## config.mk

```make
export PLATFORM = sky130hd
export DESIGN_NAME = frame_buffer_stream_loader
export DESIGN_NICKNAME = d
export VERILOG_FILES = /design/src/rtl/frame_buffer_pkg.sv /design/src/rtl/frame_buffer_scissor_mask.sv /design/src/rtl/frame_buffer_stream_loader.sv
export SDC_FILE = /design/constraint.sdc
export NUM_CORES = 1
export LEC_CHECK = 0
export ABC_AREA = 1
export CORE_UTILIZATION = 40
export DETAILED_ROUTE_END_ITERATION = 12
export HOLD_SLACK_MARGIN = 0.15
export PLACE_DENSITY_LB_ADDON = 0.08
export SLEW_MARGIN = 20
export SYNTH_ARGS = -nofsm -noshare
export SYNTH_HDL_FRONTEND = slang
export SYNTH_SLANG_ARGS = --single-unit
```

## constraint.sdc

```tcl
create_clock -name clk -period 3.8 [get_ports clk]
set_input_delay 0.38 -clock clk [delete_from_list [all_inputs] [get_ports clk]]
set_output_delay 0.38 -clock clk [all_outputs]
set_load 0.1 [all_outputs]
```

## src/rtl/frame_buffer_pkg.sv

```systemverilog
// frame_buffer_pkg: shared loader state, geometry derivations and scissor test
package frame_buffer_pkg;

    typedef enum logic [1:0] {
        IDLE,
        LOAD,
        DRAIN
    } loaderState_t;

    function automatic int pixelPerBeat(input int streamWidth, input int pixelWidth);
        return streamWidth / pixelWidth;
    endfunction

    function automatic int strobesPerBeat(input int streamWidth, input int subPixelWidth);
        return streamWidth / subPixelWidth;
    endfunction

    function automatic int frameSizeInBeats(input int xResolution, input int yLineResolution, input int pixPerBeat);
        return xResolution * yLineResolution / pixPerBeat;
    endfunction

    // Start coordinates are inclusive, end coordinates exclusive.
    function automatic logic scissorTest(
        input logic [31:0] x,
        input logic [31:0] y,
        input logic [31:0] startX,
        input logic [31:0] startY,
        input logic [31:0] endX,
        input logic [31:0] endY
    );
        return (x >= startX) && (x < endX) && (y >= startY) && (y < endY);
    endfunction

endpackage

```

## src/rtl/frame_buffer_scissor_mask.sv

```systemverilog
// frame_buffer_scissor_mask: per-sub-pixel write strobes for one beat from the scissor window
//   enable                      scissor enable; when low every strobe is set
//   x, y                        screen position of pixel 0 of the beat
//   startX/startY/endX/endY     scissor window, start inclusive, end exclusive
//   mask                        NUMBER_OF_SUB_PIXELS strobes per pixel, pixel 0 in the LSBs
module frame_buffer_scissor_mask
    import frame_buffer_pkg::*;
#(
    parameter int NUMBER_OF_SUB_PIXELS = 4,
    parameter int PIXEL_PER_BEAT = 1,
    parameter int SCREEN_POS_WIDTH = 16
) (
    input  logic                                            enable,
    input  logic [SCREEN_POS_WIDTH-1:0]                     x,
    input  logic [SCREEN_POS_WIDTH-1:0]                     y,
    input  logic [SCREEN_POS_WIDTH-1:0]                     startX,
    input  logic [SCREEN_POS_WIDTH-1:0]                     startY,
    input  logic [SCREEN_POS_WIDTH-1:0]                     endX,
    input  logic [SCREEN_POS_WIDTH-1:0]                     endY,
    output logic [PIXEL_PER_BEAT*NUMBER_OF_SUB_PIXELS-1:0]  mask
);

    for (genvar p = 0; p < PIXEL_PER_BEAT; p++) begin : gPixel
        logic [SCREEN_POS_WIDTH-1:0] px;
        assign px = x + SCREEN_POS_WIDTH'(p);
        assign mask[p*NUMBER_OF_SUB_PIXELS +: NUMBER_OF_SUB_PIXELS] =
            {NUMBER_OF_SUB_PIXELS{!enable || scissorTest(32'(px), 32'(y), 32'(startX), 32'(startY), 32'(endX), 32'(endY))}};
    end

endmodule

```

## src/rtl/frame_buffer_stream_loader.sv

```systemverilog
// frame_buffer_stream_loader: AXIS slave that reloads a framebuffer tile into the tile RAM write port
//   clk, reset                  clock, synchronous active-high reset
//   apply/applied/cmdLoad       command handshake; applied is high while idle
//   confYOffset                 y of the tile's first line (scissor build only)
//   confEnableScissor, confScissor*  scissor window (scissor build only)
//   s_axis_*                    input stream, beats in RAM address order, pixel 0 in the LSBs
//   memWrite*                   RAM write port, one cycle after each accepted beat
//   loadError                   sticky framing error, cleared by the next load command
// Optional feature macro: LOADER_SCISSOR_EN (per-pixel scissor masking of the writes).
module frame_buffer_stream_loader
    import frame_buffer_pkg::*;
#(
    parameter int STREAM_WIDTH = 16,
    parameter int NUMBER_OF_SUB_PIXELS = 4,
    parameter int SUB_PIXEL_WIDTH = 4,
    parameter int X_RESOLUTION = 1024,
    parameter int Y_LINE_RESOLUTION = 48,
    parameter int SCREEN_POS_WIDTH = 16,
    localparam int PIXEL_WIDTH = NUMBER_OF_SUB_PIXELS * SUB_PIXEL_WIDTH,
    localparam int PIXEL_PER_BEAT = pixelPerBeat(STREAM_WIDTH, PIXEL_WIDTH),
    localparam int STROBES_PER_BEAT = strobesPerBeat(STREAM_WIDTH, SUB_PIXEL_WIDTH),
    localparam int FRAME_SIZE_IN_BEATS = frameSizeInBeats(X_RESOLUTION, Y_LINE_RESOLUTION, PIXEL_PER_BEAT),
    localparam int MEM_ADDR_WIDTH = $clog2(FRAME_SIZE_IN_BEATS)
) (
    input  logic                        clk,
    input  logic                        reset,
    input  logic                        apply,
    output logic                        applied,
    input  logic                        cmdLoad,
    input  logic [11:0]                 confYOffset,
    input  logic                        confEnableScissor,
    input  logic [SCREEN_POS_WIDTH-1:0] confScissorStartX,
    input  logic [SCREEN_POS_WIDTH-1:0] confScissorStartY,
    input  logic [SCREEN_POS_WIDTH-1:0] confScissorEndX,
    input  logic [SCREEN_POS_WIDTH-1:0] confScissorEndY,
    input  logic                        s_axis_tvalid,
    output logic                        s_axis_tready,
    input  logic                        s_axis_tlast,
    input  logic [STREAM_WIDTH-1:0]     s_axis_tdata,
    output logic                        memWrite,
    output logic [MEM_ADDR_WIDTH-1:0]   memWriteAddr,
    output logic [STREAM_WIDTH-1:0]     memWriteData,
    output logic [STROBES_PER_BEAT-1:0] memWriteMask,
    output logic                        loadError
);

    localparam logic [MEM_ADDR_WIDTH-1:0] LAST_INDEX = MEM_ADDR_WIDTH'(FRAME_SIZE_IN_BEATS - 1);

    loaderState_t state, nextState;
    logic [MEM_ADDR_WIDTH-1:0] index;
    logic [STROBES_PER_BEAT-1:0] beatMask;
    logic handshake, loadBeat, isLastBeat;

    assign handshake = s_axis_tvalid && s_axis_tready;
    assign loadBeat = handshake && state == LOAD;
    assign isLastBeat = index == LAST_INDEX;

    // tlast always ends the frame; a full frame without tlast drains the remainder.
    always_comb begin
        nextState = state;
        if (state == IDLE && apply && cmdLoad) nextState = LOAD;
        if (handshake && state != IDLE)
            nextState = s_axis_tlast ? IDLE : (state == LOAD && isLastBeat) ? DRAIN : state;
    end

    always_ff @(posedge clk) begin
        if (reset) begin
            state <= IDLE;
            applied <= 1'b1;
            s_axis_tready <= 1'b0;
            memWrite <= 1'b0;
            memWriteAddr <= '0;
            memWriteData <= '0;
            memWriteMask <= '0;
            loadError <= 1'b0;
            index <= '0;
        end else begin
            state <= nextState;
            s_axis_tready <= nextState != IDLE;
            applied <= state == IDLE && !(apply && cmdLoad);
            memWrite <= loadBeat;
            if (loadBeat) begin
                memWriteAddr <= index;
                memWriteData <= s_axis_tdata;
                memWriteMask <= beatMask;
            end
            index <= state == IDLE ? '0 : loadBeat ? index + MEM_ADDR_WIDTH'(1) : index;
            if (state == IDLE && apply && cmdLoad) loadError <= 1'b0;
            else if (loadBeat && (s_axis_tlast != isLastBeat)) loadError <= 1'b1;
        end
    end

`ifdef LOADER_SCISSOR_EN
    logic [SCREEN_POS_WIDTH-1:0] x, y;
    logic lineEnd;

    assign lineEnd = x + SCREEN_POS_WIDTH'(PIXEL_PER_BEAT) == SCREEN_POS_WIDTH'(X_RESOLUTION);

    // Lines are stored top-down, so y counts down from the tile's last line.
    always_ff @(posedge clk) begin
        if (reset || state == IDLE) begin
            x <= '0;
            y <= SCREEN_POS_WIDTH'(confYOffset) + SCREEN_POS_WIDTH'(Y_LINE_RESOLUTION - 1);
        end else if (loadBeat) begin
            x <= lineEnd ? '0 : x + SCREEN_POS_WIDTH'(PIXEL_PER_BEAT);
            y <= lineEnd ? y - SCREEN_POS_WIDTH'(1) : y;
        end
    end

    frame_buffer_scissor_mask #(
        .NUMBER_OF_SUB_PIXELS(NUMBER_OF_SUB_PIXELS),
        .PIXEL_PER_BEAT(PIXEL_PER_BEAT),
        .SCREEN_POS_WIDTH(SCREEN_POS_WIDTH)
    ) scissorMask (
        .enable(confEnableScissor),
        .x(x),
        .y(y),
        .startX(confScissorStartX),
        .startY(confScissorStartY),
        .endX(confScissorEndX),
        .endY(confScissorEndY),
        .mask(beatMask)
    );
`else
    logic unusedScissorPorts;

    assign beatMask = '1;
    assign unusedScissorPorts = ^{confYOffset, confEnableScissor, confScissorStartX,
                                  confScissorStartY, confScissorEndX, confScissorEndY};
`endif

endmodule

```

==> impl_summary.md, run 1 <==
Place
Once detailed placement completed, the half-perimeter wirelength came to 3460 um. The final weighted congestion in routability-driven placement is a little over 0.8. The port buffer count is 61.

Setup path
Of all nets on the critical path, the largest fanout is 5. STA puts the critical path data required time at approximately 3400 ps. Walking the worst path, the cells encountered are clkdlybuf4s50_1.

The setup check on the worst reg-to-reg path leaves a slack of 1950 ps. The capturing element type of the critical path is a primary output. In this design, the stage delay of the slowest critical-path cell is roughly 1200 ps.

The worst setup path is launched from a flop. The largest individual stage delay along the critical path comes from the cell sky130_fd_sc_hd__clkdlybuf4s50_1. The number of buffer and inverter stages on the critical path is 1. The critical setup path kind is flop to primary output. The cell family contributing the most delay on the critical path is buffers and inverters. STA puts the critical path data arrival time at roughly 1900 ps.

Clock network
In this run the clock root is driven by a sky130_fd_sc_hd__clkbuf_8. The clock passes through at most 2 buffers. In this run, post-CTS hold repair placed 0 buffers.

For the worst-skew pair, the clock arrives at the later sink with an insertion delay of between 300 and 400 ps. In this run, CTS created clock tree buffers numbering 5. Clock-pin slew was measured on the worst setup and hold paths at 100 ps. The number of H-tree levels is 2. Once the clock tree was built, the resizer swapped 0 gates to a different size. Post-CTS timing repair inserted 0 buffers for setup.

The TritonCTS clock tree is built. The clock drives 55 sinks.

Synth
The flip-flop and latch count after synthesis is between 50 and 60. The number of distinct library cell variants in the gate-level netlist after synthesis is 32. For this run, the leading register cell type out of synthesis is sky130_fd_sc_hd__dfxtp_1. The count of yosys warnings during synthesis is 0. The summed instance area of the synthesized netlist is 2240 sq um.

The average instance in the mapped netlist occupies 7.63 sq um. The net count after synthesis is just under 400. For this run, the register share of the synthesized area comes to around half. The post-synthesis cell count is 294. The share of synthesized flip-flops with an asynchronous set or reset is 0%. The number of enable flip-flop cells after synthesis is 0.

Floorplan
From left edge to right edge, the die measures 76.9 um. The floorplan die area is 5910 sq um. The number of rows created at floorplan is 26. The y dimension of the die is 76.9 um. The starting utilization of the core area is 42.8%. The I/O pin count is 139.

The core outline area is around 5200 sq um.

Timing
Dividing the final minimum period by the clock period gives 58.9%. Between clock sinks in the finished design, the worst skew comes to roughly 6.4 ps. The smallest clock period supported by the final layout is computed as 2240 ps.

Measured against its own limit, the worst slew margin works out to between 30% and 40%. The summed negative setup slack over all endpoints is 0 ps. The final-report setup violation count is 0. The final hold violation count came to 0. The pin slew with the least headroom to its limit is 1000 ps. The max-slew violation total from the final report was 0.

Setup repair after global routing left no endpoint under its margin. Static timing analysis puts the maximum clock frequency at 447 MHz.

Finish
The area taken by flip-flops and latches is 1100 sq um. Counting the fill cells in the layout gives 505. Summing all multi-input logic gate instances after layout gives 943 sq um. The most common library cell in the layout ignoring fill and taps is sky130_fd_sc_hd__clkdlybuf4s50_1.

The number of antenna diodes in the final layout is 0. The top cell types in the final layout, fill and taps aside, are sky130_fd_sc_hd__clkdlybuf4s50_1, sky130_fd_sc_hd__nor2_1, sky130_fd_sc_hd__dfxtp_1, sky130_fd_sc_hd__o21ai_0, sky130_fd_sc_hd__nand2_1. The post-route netlist has under 10% of its cells at a drive strength greater than 1. Compared with the post-synthesis result, the final layout area differs by 31.3%.

The total number of nets in the final design is 448.

Global routing
Across every metal layer, demand over resource in global routing totals 17.9%. The leftover overflow at the end of global routing is 0. The first global-routing pass estimated roughly 8400 um of wire.

Entering global routing, the biggest net connects 59 pins. The number of antenna violations at the first check in global routing is 0. The via count of the first global-routing pass is 1856.

Route
After detailed routing, the average wire length per cell comes to 12.2 um. The first detailed-routing pass took 5 iterations. The routed via count divided by cell count is 4.88. The count of nets left with antenna violations once routing finished came out at 0.

The first routing iteration left between 70 and 80 violations. The routed layout has just over 2k vias. After detailed routing, the number of remaining DRC violations is 0.

The final layout contains routed wiring with a total length of 5120 um.

Power and ir drop
The leakage power figure is 1.03 nW. The power after layout is 1.05 mW. For this design the ratio of total power to cell area is 356 nW/um^2.

The largest vdd supply drop is 246 uV.

Hold path
The worst hold path belongs to the class flop to flop.

Status
The flow ran to the end, and the final reports show no timing, DRC or antenna violations.

Flow run
The tool flagged a number of max-cap violations equal to 0.
## metrics by stage
step                      instance area [sq um]  instances  utilization, %  setup slack, ps  hold WS, ps
after floorplan                            2240        294               -             1910          449
after global placement                     2850        411            54.4             1430          438
after detailed placement                   2850        411            54.4             1420          447
after CTS                                  2940        419            56.2             1530          463
after global routing                       2940        419            56.2             1470          491
final                                      2940        419            56.2             1560          457
## worst paths after layout
check | start | endpoint | cells after the start
max | memWriteMask[0] | memWriteMask[2] | 1
min | loadError | loadError | 2
max reg2reg | state[0] | index[7] | 7
min reg2reg | loadError | loadError | 2
## where the power goes
group / switching (mW) / internal, mW / leakage, nW
Clock: 0.195 / 0.132 / 0.0443
Combinational: 0.0904 / 0.0416 / 0.541
Sequential: 0.00415 / 0.585 / 0.444
Total: 0.290 / 0.758 / 1.03
## sequential cells by signal, summed over array words and instances, names as in the netlist
name,flops
memWriteAddr,16
index,16
memWriteMask,1
memWrite,1
loadError,1
memWriteData,16
state,2
applied,1
s_axis_tready,1
## cell usage after synthesis, types with 2 or more instances
master	instances	share of area (%)
sky130_fd_sc_hd__o21ai_1	3	0.67
sky130_fd_sc_hd__nand2_1	35	5.9
sky130_fd_sc_hd__nand3_1	12	2.7
sky130_fd_sc_hd__nor2_2	2	0.56
sky130_fd_sc_hd__nand4_1	5	1.4
sky130_fd_sc_hd__nor2_4	2	1.0
sky130_fd_sc_hd__a21oi_1	28	6.2
sky130_fd_sc_hd__buf_4	6	2.0
sky130_fd_sc_hd__buf_2	2	0.45
sky130_fd_sc_hd__clkbuf_1	3	0.50
sky130_fd_sc_hd__nor3_2	2	0.89
sky130_fd_sc_hd__nor2_1	60	10
sky130_fd_sc_hd__o21ai_0	36	8.0
sky130_fd_sc_hd__dfxtp_1	55	49
sky130_fd_sc_hd__inv_1	26	4.4
## routing by layer
layer,GRT usage [%],part of all wire (%),vias to the layer above
met3,4.40,6.2,6
met4,6.15,1.1,0
met1,22.0,49,920
met5,0,0,-
li1,-,-,1059
met2,30.1,44,61
## final cells by class
type | instances | area share [%]
flip-flops and latches | 55 | 37.4
multi-input cells | 197 | 32.0
repair buffers | 61 | 20.7
inverters | 28 | 3.65
well taps | 70 | 2.97
clock buffers | 5 | 2.34
clock inverters | 3 | 0.850
## logic make-up after synthesis
group                    Yosys count  synth area share [%]
AO/OA/AOI/OAI                     70                  15.9
XOR/XNOR                           1                 0.391
adder cells (fa/ha/maj)            1                 0.558
buffers and inverters             42                  8.82
flip-flops                        55                  49.1
AND/OR/NAND/NOR                  125                  25.2
(Power assumes the default switching activity.)
==> run 2: changes to the inputs <==
Settings changed: CORE_UTILIZATION 40 to 37.
Clock period 3.8 ns to 2.1 ns, I/O delays scaled along.
==> run 2 against run 1 <==
Non-clock buffer count increased by 6; combinational power is 82% higher; final area decreased by 2.2%; hold slack lost 6.9 ps; clock-buffer cell count is 2 higher; core utilization decreased by 5.5 points; sequential power up 82%; sequential cell count is the same; via count decreased by 1.6%; global-route usage down 0.99 points; total power rose by 77%; critical path type is now flop to flop; critical endpoint is now index[14]; largest cell class unchanged; largest power group unchanged.
==> impl_summary.md, run 2 (synthesis gave the netlist of run 1 again) <==
Power and ir drop
The power share of the sequential group came to 57.3% (was 56.2%). The leakage power figure is 1.14 nW (was 1.03 nW). The net switching component of the power was 0.491 mW (was 0.290 mW). The power per standard cell area came to 645 nW/um^2 (was 356 nW/um^2). The switching fraction of total power came to 26.4% (was 27.6%). The largest vdd supply drop is 274 uV (was 246 uV). The power share of the combinational group was 12.9% (was 12.6%).

The total internal power is 1.37 mW (was 0.758 mW). The part of the total power dissipated in the clock network came to 29.7% (was 31.2%).

Setup path
The type of element launching the critical path was a flop (unchanged). The data arrival at the endpoint of the critical path is 1780 ps (was 1860 ps). The delay of the slowest cell on the worst path came to 430 ps (was 1150 ps). The capturing element type of the critical path is a flop (was primary output). The critical register-to-register path startpoint is index[0] (was state[0]).

The data required time at the worst endpoint was 2340 ps (was 3420 ps). The maximum fanout encountered on the critical timing path is 6 (was 5). Chain of cells forming the critical path: ha_1 -> inv_1 -> nor2_1 -> nand2_1 -> nor3_2 -> nand3_1 -> a21oi_1 (was clkdlybuf4s50_1). The cell family contributing the most delay on the critical path is simple AND/OR/NAND/NOR gates (was buffers and inverters). The critical setup path kind is flop to flop (was flop to primary output). The worst-path cell with the longest stage delay is sky130_fd_sc_hd__dfxtp_1 (was sky130_fd_sc_hd__clkdlybuf4s50_1). The slack of the worst reg-to-reg path came to 560 ps (was 1950 ps). The endpoint of the lowest-slack register-to-register path is index[14] (was index[7]). The number of buffer and inverter stages on the critical path came to 1 (unchanged). The number of cells on the worst reg-to-reg path is 7 (unchanged).

Hold path
The worst hold path startpoint is loadError (unchanged). The worst hold path depth is 2 (unchanged). The worst hold path endpoint is loadError (unchanged).

The worst hold-check path type is flop to flop (unchanged).

Timing
The final cycle utilization of the critical path is 73.4%. The summed negative setup slack over all endpoints was 0 ps (unchanged). The max-slew violation total from the final report is 0 (unchanged). Unrepaired setup endpoints after global routing: no (unchanged). The tightest slew margin relative to the limit is 74.1% (was 32.8%). The pin slew with the least headroom to its limit is 386 ps (was 1000 ps). The final critical delay including setup and external delays is approximately 1500 ps. The final hold slack is 450 ps (was 457 ps). Derived from the worst setup path, the maximum achievable clock frequency is 649 MHz.

The final-report setup violation count is 0 (unchanged). The final hold violation count is 0 (unchanged). The post-layout worst setup margin came to 559 ps (was 1560 ps). The worst clock skew is 6.33 ps (was 6.38 ps).

Place
The half-perimeter wire length after placement came to 3570 um (was 3460 um). The final weighted congestion in routability-driven placement was 0.803 (was 0.805). The port buffer count is 61 (unchanged). The post-placement setup slack came to 344 ps (was 1420 ps). The post-place instance area is 2800 sq um (was 2850 sq um).

Floorplan
The starting utilization of the core area is 39.5% (was 42.8%). The core outline area is 5680 sq um (was 5240 sq um). The I/O pin count is 139 (unchanged). The number of rows created at floorplan came to 27 (was 26). The floorplan die area is 6380 sq um (was 5910 sq um). The floorplan die width was 79.8 um (was 76.9 um). The y dimension of the die is 79.8 um (was 76.9 um).

Global routing
The via count of the first global-routing pass is 1827 (was 1856). The wire length of the first global-routing pass was 8320 um (was 8440 um). The number of antenna violations at the first check in global routing is 0 (unchanged).

The total routing resource utilization after global routing is 16.9% (was 17.9%). The maximum number of pins on one net before global-route repair is 32 (was 59). The leftover overflow at the end of global routing is 0 (unchanged).

Clock network
The source-to-sink clock delay at the later pin of the worst-skew pair came to 300 ps (was 310 ps). The number of gates resized after cts is 0 (unchanged). The clock buffer count from CTS is 5 (unchanged).

The clock-pin slew on the worst setup and hold paths is 90 ps (was 100 ps). The TritonCTS clock tree is built (unchanged). The number of hold buffers added after CTS was 0 (unchanged). The number of H-tree levels is 2 (unchanged).

The clock sink total came to 55 (unchanged). The maximum buffer depth of the clock tree is 2 (unchanged). The post-CTS repair timing setup buffer count is 0 (unchanged). The cell at the root of the clock tree is sky130_fd_sc_hd__clkbuf_8 (unchanged).

Finish
Top Registers: index: 16 flops, memWriteAddr: 16 flops, memWriteData: 16 flops (unchanged). The total of fill cells in the finished design is 575 (was 505). The share of post-route cells with drive strength above 1 is 17.7% (was 5.44%). Most used cells in the layout excluding fill and tap cells: sky130_fd_sc_hd__nor2_1, sky130_fd_sc_hd__dfxtp_1, sky130_fd_sc_hd__buf_4, sky130_fd_sc_hd__o21ai_0, sky130_fd_sc_hd__nand2_1 (was sky130_fd_sc_hd__clkdlybuf4s50_1, sky130_fd_sc_hd__nor2_1, sky130_fd_sc_hd__dfxtp_1, sky130_fd_sc_hd__o21ai_0, sky130_fd_sc_hd__nand2_1). The area taken by flip-flops and latches is 1100 sq um (unchanged).

The most common library cell in the layout ignoring fill and taps is sky130_fd_sc_hd__nor2_1 (was sky130_fd_sc_hd__clkdlybuf4s50_1). The antenna diode instance count is 0 (unchanged). The multi-input combinational cell area is 943 sq um (unchanged). The area growth from synthesis to layout is 28.4% (was 31.3%). The final design area excluding fillers came to 2880 sq um (was 2940 sq um). The total number of nets in the final design is 454 (was 448).

The final design utilization was 50.7% (was 56.2%).

Route
The number of DRC markers in iteration 0 is 65 (was 76). The routed wirelength normalized by instance count is 12.0 um (was 12.2 um). The detailed-router iteration count before antenna repair came to 4 (was 5). The number of design rule violations left after detail routing is 0 (unchanged).

The residual antenna-violating net count after detailed routing was 0 (unchanged). The detailed-route wire length is 5140 um (was 5120 um). The total number of vias is 2013 (was 2046). The routed via count divided by cell count is 4.71 (was 4.88).

Flow run
The number of max-cap violations is 0 (unchanged).

Status
Status: finished, final reports clean (unchanged).
[run 2: metrics by stage]
step | power, mW | std cells
detailed placement | 1.33 | 419
global placement | 1.33 | 419
floorplan | 1.25 | 294
global route | 1.94 | 427
finish | 1.86 | 427
CTS | 1.89 | 427
[run 2: worst max path at each step]
| stage | startpoint | to | slack [ps] | cells past startpoint |
|---|---|---|---|---|
| CTS | index[0] | index[10] | 550 | 7 |
| global placement | s_axis_tvalid | index[3] | 340 | 9 |
| detailed placement | s_axis_tvalid | index[3] | 340 | 9 |
| finish | index[0] | index[14] | 560 | 7 |
| global route | index[0] | index[14] | 380 | 7 |
| floorplan | s_axis_tready | index[4] | 210 | 8 |
[run 2: metal layers]
metal,GRT usage (%),wire (um)
met1,21.7,2540
met2,27.2,2120
met3,4.57,426
met4,5.36,55
met5,0,0
[run 2: tightest hold or removal path: stages (launching register included)]
cell and delay (ps):
sky130_fd_sc_hd__dfxtp_1 320, sky130_fd_sc_hd__inv_1 50, sky130_fd_sc_hd__a21oi_1 50
[run 2: power groups by stage]
stage,Combinational (mW),Sequential (mW),Clock [mW]
after floorplan,0.0609,1.19,0
after global placement,0.241,1.09,0
after detailed placement,0.240,1.09,0
after CTS,0.242,1.07,0.585
after global routing,0.257,1.07,0.614
final,0.240,1.07,0.552
[run 2: cell type report]
cell class / count / share of cell area (%)
flip-flops and latches: 55 / 38.2
multi-input cells: 197 / 32.8
repair buffers: 67 / 19.3
inverters: 28 / 3.74
well taps: 72 / 3.13
clock buffers: 7 / 2.65
clock inverters: 1 / 0.174
